[config.mk]
export PLATFORM = sky130hd
export DESIGN_NAME = range_sample_framer
export DESIGN_NICKNAME = d
export VERILOG_FILES = /design/src/rtl/range_pkg.sv /design/src/rtl/range_sample_framer_deserializer.sv /design/src/rtl/range_sample_framer.sv
export SDC_FILE = /design/constraint.sdc
export NUM_CORES = 1
export LEC_CHECK = 0
export CAP_MARGIN = 20
export CORE_ASPECT_RATIO = 0.7
export CORE_MARGIN = 2
export CORE_UTILIZATION = 47
export CTS_CLUSTER_SIZE = 30
export DETAILED_ROUTE_END_ITERATION = 6
export MAX_ROUTING_LAYER = met4
export PLACE_DENSITY = 0.84
export SYNTH_ARGS = -nofsm -noshare
export SYNTH_HDL_FRONTEND = slang
export SYNTH_SLANG_ARGS = --single-unit
[constraint.sdc]
create_clock -name clock -period 1.9 [get_ports clock]
set_clock_uncertainty 0.05 [all_clocks]
set_input_delay 0.285 -clock clock [delete_from_list [all_inputs] [get_ports clock]]
set_output_delay 0.285 -clock clock [all_outputs]
set_load 0.01 [all_outputs]
[src/rtl/range_pkg.sv]
`default_nettype none
// ============================================================================
// Module      : range_pkg
// Description : Shared FSM state type and range-finder word width.
// Revision    : 1.0
// ============================================================================
package range_pkg;

  typedef enum logic [1:0] {IDLE, FIRST, RUN, CLOSE} rsf_state_t;

  localparam int RANGE_WIDTH = 10;

endpackage
`default_nettype wire

[src/rtl/range_sample_framer_deserializer.sv]
`default_nettype none
// ============================================================================
// Module      : serial_deserializer
// Description : MSB-first shift register with bit counter; flags each completed
//               word. Optional even-parity trailer bit via RSF_PARITY_EN.
// Revision    : 1.0
// ============================================================================
module serial_deserializer #(
  parameter int WIDTH = 10
) (
  input  logic             clock,
  input  logic             reset,
  input  logic             enable,
  input  logic             flush,
  input  logic             ser_data,
  input  logic             ser_valid,
  output logic [WIDTH-1:0] word,
  output logic             word_done,
  output logic             word_ok
);

`ifdef RSF_PARITY_EN
  localparam int BITS = WIDTH + 1;
  localparam int SH_W = WIDTH;
`else
  localparam int BITS = WIDTH;
  localparam int SH_W = WIDTH - 1;
`endif
  localparam int CW = $clog2(BITS + 1);
  localparam logic [CW-1:0] c_last = CW'(BITS - 1);

  logic [SH_W-1:0] r_shift;
  logic [CW-1:0]   r_cnt;
  logic [SH_W:0]   w_cat;
  logic            w_accept;
  logic            w_last;
  logic            w_data_bit;

  // The completing bit is merged combinationally so the word is usable on
  // the same edge that accepts it.
  assign w_cat     = {r_shift, ser_data};
  assign w_accept  = enable & ser_valid;
  assign w_last    = (r_cnt == c_last);
  assign word_done = w_accept & w_last;

`ifdef RSF_PARITY_EN
  assign w_data_bit = ~w_last;
  assign word       = r_shift;
  assign word_ok    = ~^w_cat;
`else
  assign w_data_bit = 1'b1;
  assign word       = w_cat;
  assign word_ok    = 1'b1;
`endif

  always_ff @(posedge clock or posedge reset) begin
    if (reset) begin
      r_cnt   <= '0;
      r_shift <= '0;
    end else begin
      if (!enable || flush)
        r_cnt <= '0;
      else if (w_accept)
        r_cnt <= w_last ? '0 : r_cnt + 1'b1;
      if (w_accept && w_data_bit)
        r_shift <= w_cat[SH_W-1:0];
    end
  end

endmodule
`default_nettype wire

[src/rtl/range_sample_framer.sv]
`default_nettype none
// ============================================================================
// Module      : range_sample_framer
// Description : Frames deserialised sample words into go/data/finish sessions
//               for the range finder. Parity check enabled by RSF_PARITY_EN.
// Revision    : 1.0
// ============================================================================
module range_sample_framer
  import range_pkg::*;
#(
  parameter int WIDTH = RANGE_WIDTH,
  parameter int CNT_W = 8
) (
  input  logic             clock,
  input  logic             reset,
  input  logic             ser_data,
  input  logic             ser_valid,
  input  logic             start,
  input  logic             stop,
  output logic [WIDTH-1:0] data_out,
  output logic             go,
  output logic             finish,
  output logic             active,
  output logic [CNT_W-1:0] word_count,
  output logic             parity_err
);

  rsf_state_t       r_state;
  rsf_state_t       w_next;
  logic             w_in_session;
  logic [WIDTH-1:0] w_word;
  logic             w_word_done;
  logic             w_word_ok;
  logic             w_good;

  logic [WIDTH-1:0] w_data_nxt;
  logic             w_go_nxt;
  logic             w_fin_nxt;
  logic             w_act_nxt;
  logic [CNT_W-1:0] w_cnt_nxt;
  logic             w_perr_nxt;

  assign w_in_session = (r_state == FIRST) || (r_state == RUN);
  assign w_good       = w_word_done & w_word_ok;

  serial_deserializer #(.WIDTH(WIDTH)) u_deser (
    .clock     (clock),
    .reset     (reset),
    .enable    (w_in_session),
    .flush     (stop),
    .ser_data  (ser_data),
    .ser_valid (ser_valid),
    .word      (w_word),
    .word_done (w_word_done),
    .word_ok   (w_word_ok)
  );

  always_ff @(posedge clock or posedge reset) begin
    if (reset) r_state <= IDLE;
    else       r_state <= w_next;
  end

  always_comb begin
    w_next = r_state;
    case (r_state)
      IDLE:    if (start && !stop) w_next = FIRST;
      FIRST:   if (stop) w_next = IDLE;
               else if (w_good) w_next = RUN;
      RUN:     if (stop) w_next = CLOSE;
      CLOSE:   w_next = IDLE;
      default: w_next = IDLE;
    endcase
  end

  // Outputs are computed from the transition and registered, so finish lands
  // in CLOSE and go lands on the first RUN cycle; they can never coincide.
  always_comb begin
    w_data_nxt = data_out;
    w_go_nxt   = 1'b0;
    w_fin_nxt  = (w_next == CLOSE);
    w_act_nxt  = (w_next == FIRST) || (w_next == RUN);
    w_cnt_nxt  = word_count;
    w_perr_nxt = parity_err;
    case (r_state)
      IDLE: if (start && !stop) begin
        w_cnt_nxt  = '0;
        w_perr_nxt = 1'b0;
      end
      FIRST: if (w_good && !stop) begin
        w_data_nxt = w_word;
        w_go_nxt   = 1'b1;
        w_cnt_nxt  = CNT_W'(1);
      end
      RUN: if (w_good) begin
        w_data_nxt = w_word;
        w_cnt_nxt  = (&word_count) ? word_count : word_count + 1'b1;
      end
      default: ;
    endcase
    if (w_in_session && w_word_done && !w_word_ok)
      w_perr_nxt = 1'b1;
  end

  always_ff @(posedge clock or posedge reset) begin
    if (reset) begin
      data_out   <= '0;
      go         <= 1'b0;
      finish     <= 1'b0;
      active     <= 1'b0;
      word_count <= '0;
    end else begin
      data_out   <= w_data_nxt;
      go         <= w_go_nxt;
      finish     <= w_fin_nxt;
      active     <= w_act_nxt;
      word_count <= w_cnt_nxt;
    end
  end

`ifdef RSF_PARITY_EN
  always_ff @(posedge clock or posedge reset) begin
    if (reset) parity_err <= 1'b0;
    else       parity_err <= w_perr_nxt;
  end
`else
  logic w_perr_unused;
  assign w_perr_unused = w_perr_nxt;
  assign parity_err    = 1'b0;
`endif

endmodule
`default_nettype wire
Word-level counts from Yosys, hierarchy flattened. Cells that the tools add are included.

Logic and storage cells: 55. Input bits: 6. Register bits after elaboration: 36. Output and inout bits: 22.

Mux-type cells: 18. Eq/ne operators: 11. Bitwise operators: 2. Reduce and logical (&&, ||, !) cells: 14. Add/sub/neg operators: 2.

Operators with widths (count): two-way mux 8 bit (4); one-hot mux 8 bit (3 select lines) (1); two-way mux 10 bit (2); one-hot mux 10 bit (2 select lines) (1); two-way mux 4 bit (3); adder 8 x 1 -> 8 bit (second input constant) (1); equality test 2 bit (second input constant) (4); two-way mux 2 bit (4); one-hot mux 2 bit (4 select lines) (1); AND reduction 8 bit (1); inequality test 2 bit (second input constant) (3); AND reduction 5 bit (1); adder 4 x 1 -> 4 bit (second input constant) (1); equality test 2 x 1 -> 1 bit (second input constant) (2); equality test 4 bit (second input constant) (1); nonzero test 2 bit (2); logical OR 1 bit (3); AND reduction 3 bit (1); nonzero test 3 bit (1); AND 1 bit (2); logical AND 1 bit (2); logical NOT 1 bit (2); logical NOT 2 bit (1); two-way mux 1 bit (2); inequality test 2 x 1 -> 1 bit (second input constant) (1).

Longest topological paths before layout.
Depth after elaboration: 9. Gate-level depth with buffers: 8. Depth with buffers taken out: 8.

Modules after synthesis. A second synthesis with hierarchy kept.

Cell total of the unflattened synthesis: 157. Area total of the unflattened synthesis: 1805.5 um^2.

Modules (own cells, without submodules): range_sample_framer (instances 1, area an instance 1196.1 um^2, sequential area each 575.6 um^2, cells an instance 107); serial_deserializer (instances 1, area an instance 609.3 um^2, sequential area each 325.3 um^2, cells an instance 50).

Worst setup path before layout. Ideal clock, no wire load.

Path type: register to register. Start point: register r_state[0]. End point: register data_out[0]. Cell stages (with the launch flop): 7. Setup slack: -0.023 ns. Data required time: 1.725 ns. Arrival: 1.748 ns. Clock period less this slack: 1.923 ns. Library setup time: 0.125 ns. Path buffers: 0. Path through: dfrtp_1 > inv_1 > ha_1 > nand3b_1 > o22ai_4 > o21ai_4 > mux2_2.

Cells in the longest elaborated chain, start to end: 7. Elaborated cells between the ends (all ways): 11. Classes of those cells: eq/ne (4); mux (1); bitwise (2); reduce/logical (4).

RTL lines: start, declared (line range_sample_framer.sv:28) `rsf_state_t r_state;`; start signal, assigned (line range_sample_framer.sv:60) `else r_state <= w_next;`; equality test 2 x 1 -> 1 bit or equality test 2 bit (tied branches) (line range_sample_framer.sv:43, range_sample_framer.sv:84); logical OR 1 bit (line range_sample_framer.sv:43) `assign w_in_session = (r_state == FIRST) || (r_state == RUN);`; AND 1 bit (line range_sample_framer_deserializer.sv:42) `assign w_accept = enable & ser_valid;`; AND 1 bit (line range_sample_framer_deserializer.sv:44) `assign word_done = w_accept & w_last;`; logical AND 1 bit (line range_sample_framer.sv:89) `FIRST: if (w_good && !stop) begin`; inequality test 2 x 1 -> 1 bit (no source line); AND reduction 3 bit (no source line); end signal, assigned (line range_sample_framer.sv:112) `data_out <= w_data_nxt;`; end, declared (line range_sample_framer.sv:20) `output logic [WIDTH-1:0] data_out,`.

Several ways; a longest one is shown, not always the timed one. A chain may end at the register's enable or synchronous reset.

Worst setup path after layout.
Start point: register r_state[0]. End point: register word_count[5].

Cells in the longest elaborated chain, start to end: 7. Elaborated cells between the ends (all ways): 14. Classes of those cells: eq/ne (6); mux (1); bitwise (2); reduce/logical (5).

RTL lines: equality test 2 x 1 -> 1 bit or equality test 2 bit (tied branches) (line range_sample_framer.sv:43, range_sample_framer.sv:84); logical OR 1 bit (line range_sample_framer.sv:43); AND 1 bit (line range_sample_framer_deserializer.sv:42); AND 1 bit (line range_sample_framer_deserializer.sv:44); logical AND 1 bit (line range_sample_framer.sv:89); inequality test 2 x 1 -> 1 bit (no source line); AND reduction 5 bit (no source line); end signal, assigned (line range_sample_framer.sv:116) `word_count <= w_cnt_nxt;`; end, declared (line range_sample_framer.sv:24) `output logic [CNT_W-1:0] word_count,`.

Several ways; a longest one is shown, not always the timed one.

==> flow_metrics.py <==
metrics = {
    "timing": {
        "fmax_mhz": 518.6,
        "post-route-period-util_pct": 101.5,
        "hold_slack_ps": 390.5,
        "rsz0062_at_grt": "yes",
        "drv_slew": 0,
        "setup_tns_ps": -46.01,
        "setup_ws_ps": -28.37,
        "fin_crit_ps": 1928,
        "hold_viol": 0,
        "setup_viol": 2,
    },
    "yosys": {
        "syn_nets": 168,
        "ys_async_sr_fraction_pct": 100.0,
        "synth_area_per_cell_sq_um": 11.98,
        "ys_ff_latch": 36,
        "synth_edf_count": 0,
        "synth_xor_area_share_pct": 0,
        "synth_most_common_cell": "dfrtp_1",
        "synthFlopType": "dfrtp_1",
        "synth_top_family_by_area": "compound AO/OA/AOI/OAI gates",
        "syn_area_sq_um": 1833,
        "ys_warn_count": 0,
        "synth_seq_area_share_pct": 49.15,
        "synth_cells": 153,
        "synthTopCellsByArea": "dfrtp_1, mux2_2, ha_1",
        "yosysTopAreaCell": "dfrtp_1",
        "synth_top_area_share_pct": 49.15,
        "synthTopCellsByCount": "dfrtp_1, mux2_2, o21ai_0, nand2_1",
        "synth_compound_area_share_pct": 16.31,
        "yosys.area_share.simple_pct": 11.95,
        "muxShareOfSynthArea_pct": 12.29,
        "yosys.cell_types.count": 35,
        "synthAdderAreaFrac_pct": 6.143,
    },
    "global_routing": {
        "grt_use_total_pct": 20.84,
        "grt_pass1_wl_mm": 6.989,
        "grt_overflow_total": 0,
        "grt_pass1_vias": 1437,
        "antenna_found_initial": 0,
        "grt_max_degree": 37,
    },
    "detailed_routing": {
        "drt.antenna.violating_nets": 0,
        "viasPerCell": 5.719,
        "wl_per_cell_um": 19.19,
        "highest_layer": "met4",
        "wl_met1_mm": 2.097,
        "drc": 0,
        "dr.first_iter.drc_count": 146,
        "firstDrtPassIters": 4,
        "dr_wl_met2_mm": 2.530,
        "dr_wl_met3_um": 262,
        "via_count": 1487,
        "wl_mm": 4.990,
    },
    "clock_network": {
        "clockRootBuffer": "clkbuf_8",
        "worstSkewPairLatency_ps": 280,
        "cts_tree": "done",
        "ctsHtreeMaxLevel": 2,
        "cts-buffers-inserted": 5,
        "clk_pin_slew_ps": 70,
        "clock_path_buffers": 2,
        "cts_sinks": 36,
    },
    "placement": {
        "io_buffers": 26,
        "place_inst": 233,
        "gp_congestion": 0.9027,
        "hpwl_mm": 2.611,
        "place_ws_ps": -210.6,
    },
    "power": {
        "totalPowerFinal_mw": 3.320,
        "peakVddDrop_mv": 0.9532,
        "power_leakage_nw": 1.168,
        "power_per_cell_area_nw_per_um2": 1292,
    },
    "job": {
        "drv_cap": 0,
    },
    "cells_and_area": {
        "instances_no_fill": 260,
        "fill_cells": 228,
        "diodes": 0,
        "multi_input_comb_area_sq_um": 942.2,
        "ff_latch_area_sq_um": 902.1,
        "final_nets": 224,
        "drive_above_1_share_pct": 41.43,
        "area_growth_pct": 40.20,
    },
    "min_path": {
        "hold_path_class": "in -> async",
    },
    "critical_path": {
        "cp_slowest_cell": "dfrtp_1",
        "crit_chain": "inv_2, ha_4, nand2_4, nor3_4, buf_12, buf_12, o211ai_4, o21ai_2, o41ai_2",
        "arrival_ps": 2030,
        "cpPeakStageDelay_ps": 400,
        "rrSetupSlack_ps": -30,
        "cp_max_fo": 8,
        "path_common_cell": "buf_12",
        "crit_type": "reg -> reg",
        "reg2reg_from": "r_state[0]$_DFF_PP0_",
        "reg2regPathDepth": 9,
        "r2r_end": "word_count[5]$_DFFE_PP0P_",
        "required_ps": 2010,
        "end_kind": "flip-flop",
        "crit_path_start_kind": "flip-flop",
    },
    "run_status": {
        "violations": "setup timing",
        "outcome": "finished with violations",
    },
    "floorplanning": {
        "chipHeight_um": 56.25,
        "core-area_sq_um": 3626,
        "die_area_sq_um": 4424,
        "ios": 28,
        "start_util_pct": 50.55,
        "die-width_um": 78.64,
        "rows": 18,
    },
}
==> final cells by class <==
type	instances	share of cell area, %
Sequential cell	36	35.10
Timing Repair Buffer	54	20.59
Tap cell	50	2.434
Inverter	7	1.022
Clock buffer	6	2.824
Multi-Input combinational cell	105	36.66
Clock inverter	2	1.363
==> metal layers <==
metal,vias to the layer above,GRT usage [%]
li1,657,-
met1,763,26.33
met2,57,33.46
met3,10,4.180
met4,0,7.769
met5,-,-
==> cell usage in the layout (no fill, tap or decap), types with 4 or more instances in the layout <==
cell and n:
clkbuf_8 5, dfrtp_1 35, inv_2 4, o21ai_0 6, a21oi_1 7, o41ai_2 4
nor2_1 8, ha_1 6, clkdlybuf4s50_1 25, nand2_1 9, buf_4 20, o21ai_2 6
nand3_1 4, mux2_2 20, buf_6 5
==> flip-flops by register name, indices dropped and copies added, names as in the netlist <==
name,count
r_state,2
active,1
word_count,8
u_deser.r_cnt,4
go,1
u_deser.r_shift,9
finish,1
data_out,10
==> power by group <==
| group | switching (mW) | internal, mW | total (mW) |
|---|---|---|---|
| Sequential | 0.168 | 1.00 | 1.17 |
| Clock | 0.260 | 0.389 | 0.650 |
| Combinational | 0.674 | 0.826 | 1.50 |
==> metrics by stage <==
| stage | utilization (%) | cell area [sq um] |
|---|---|---|
| floorplan | - | 1833 |
| global placement | 60.25 | 2185 |
| detailed placement | 60.25 | 2185 |
| CTS | 65.87 | 2389 |
| global route | 70.88 | 2570 |
| finish | 70.88 | 2570 |
==> worst max-delay path: cells and delay by family, from the launching register on <==
kind	cells	cell delay, ps
compound gates	3	410
simple gates	2	320
buf+inv	3	320
fa+ha+maj	1	300
flops	1	400
==> what timing repair did <==
action | CTS | global route
gates resized for setup | 2 | 26
setup buffers | 8 | 10
endpoints found under the hold margin | 0 | 0
cloned | 1 | 0
pin swaps | 4 | 10
hold buffers | 0 | 0
setup endpoints to repair | 18 | 20
==> how the worst max path moves through the flow <==
stage / start / endpoint / slack [ps]
after floorplan: r_state[0]$_DFF_PP0_ / data_out[0]$_DFFE_PP0P_ / 2
after global placement: ser_valid / word_count[7]$_DFFE_PP0P_ / -110
after detailed placement: ser_valid / word_count[7]$_DFFE_PP0P_ / -210
after CTS: u_deser.r_cnt[1]$_DFFE_PP0P_ / word_count[6]$_DFFE_PP0P_ / 5
after global routing: r_state[0]$_DFF_PP0_ / active$_DFF_PP0_ / -90
final: r_state[0]$_DFF_PP0_ / word_count[5]$_DFFE_PP0P_ / -30
==> kinds of logic (layout without fill, tap and decap cells) <==
family,after synthesis,count (layout)
and+or+nand+nor,38,38
AOI/OAI and AO/OA,36,37
DFF,36,36
muxes,20,20
buffers and inverters,13,69
adders and majority gates,9,9
other,1,1
No activity file was read; power rests on OpenSTA's default activity.
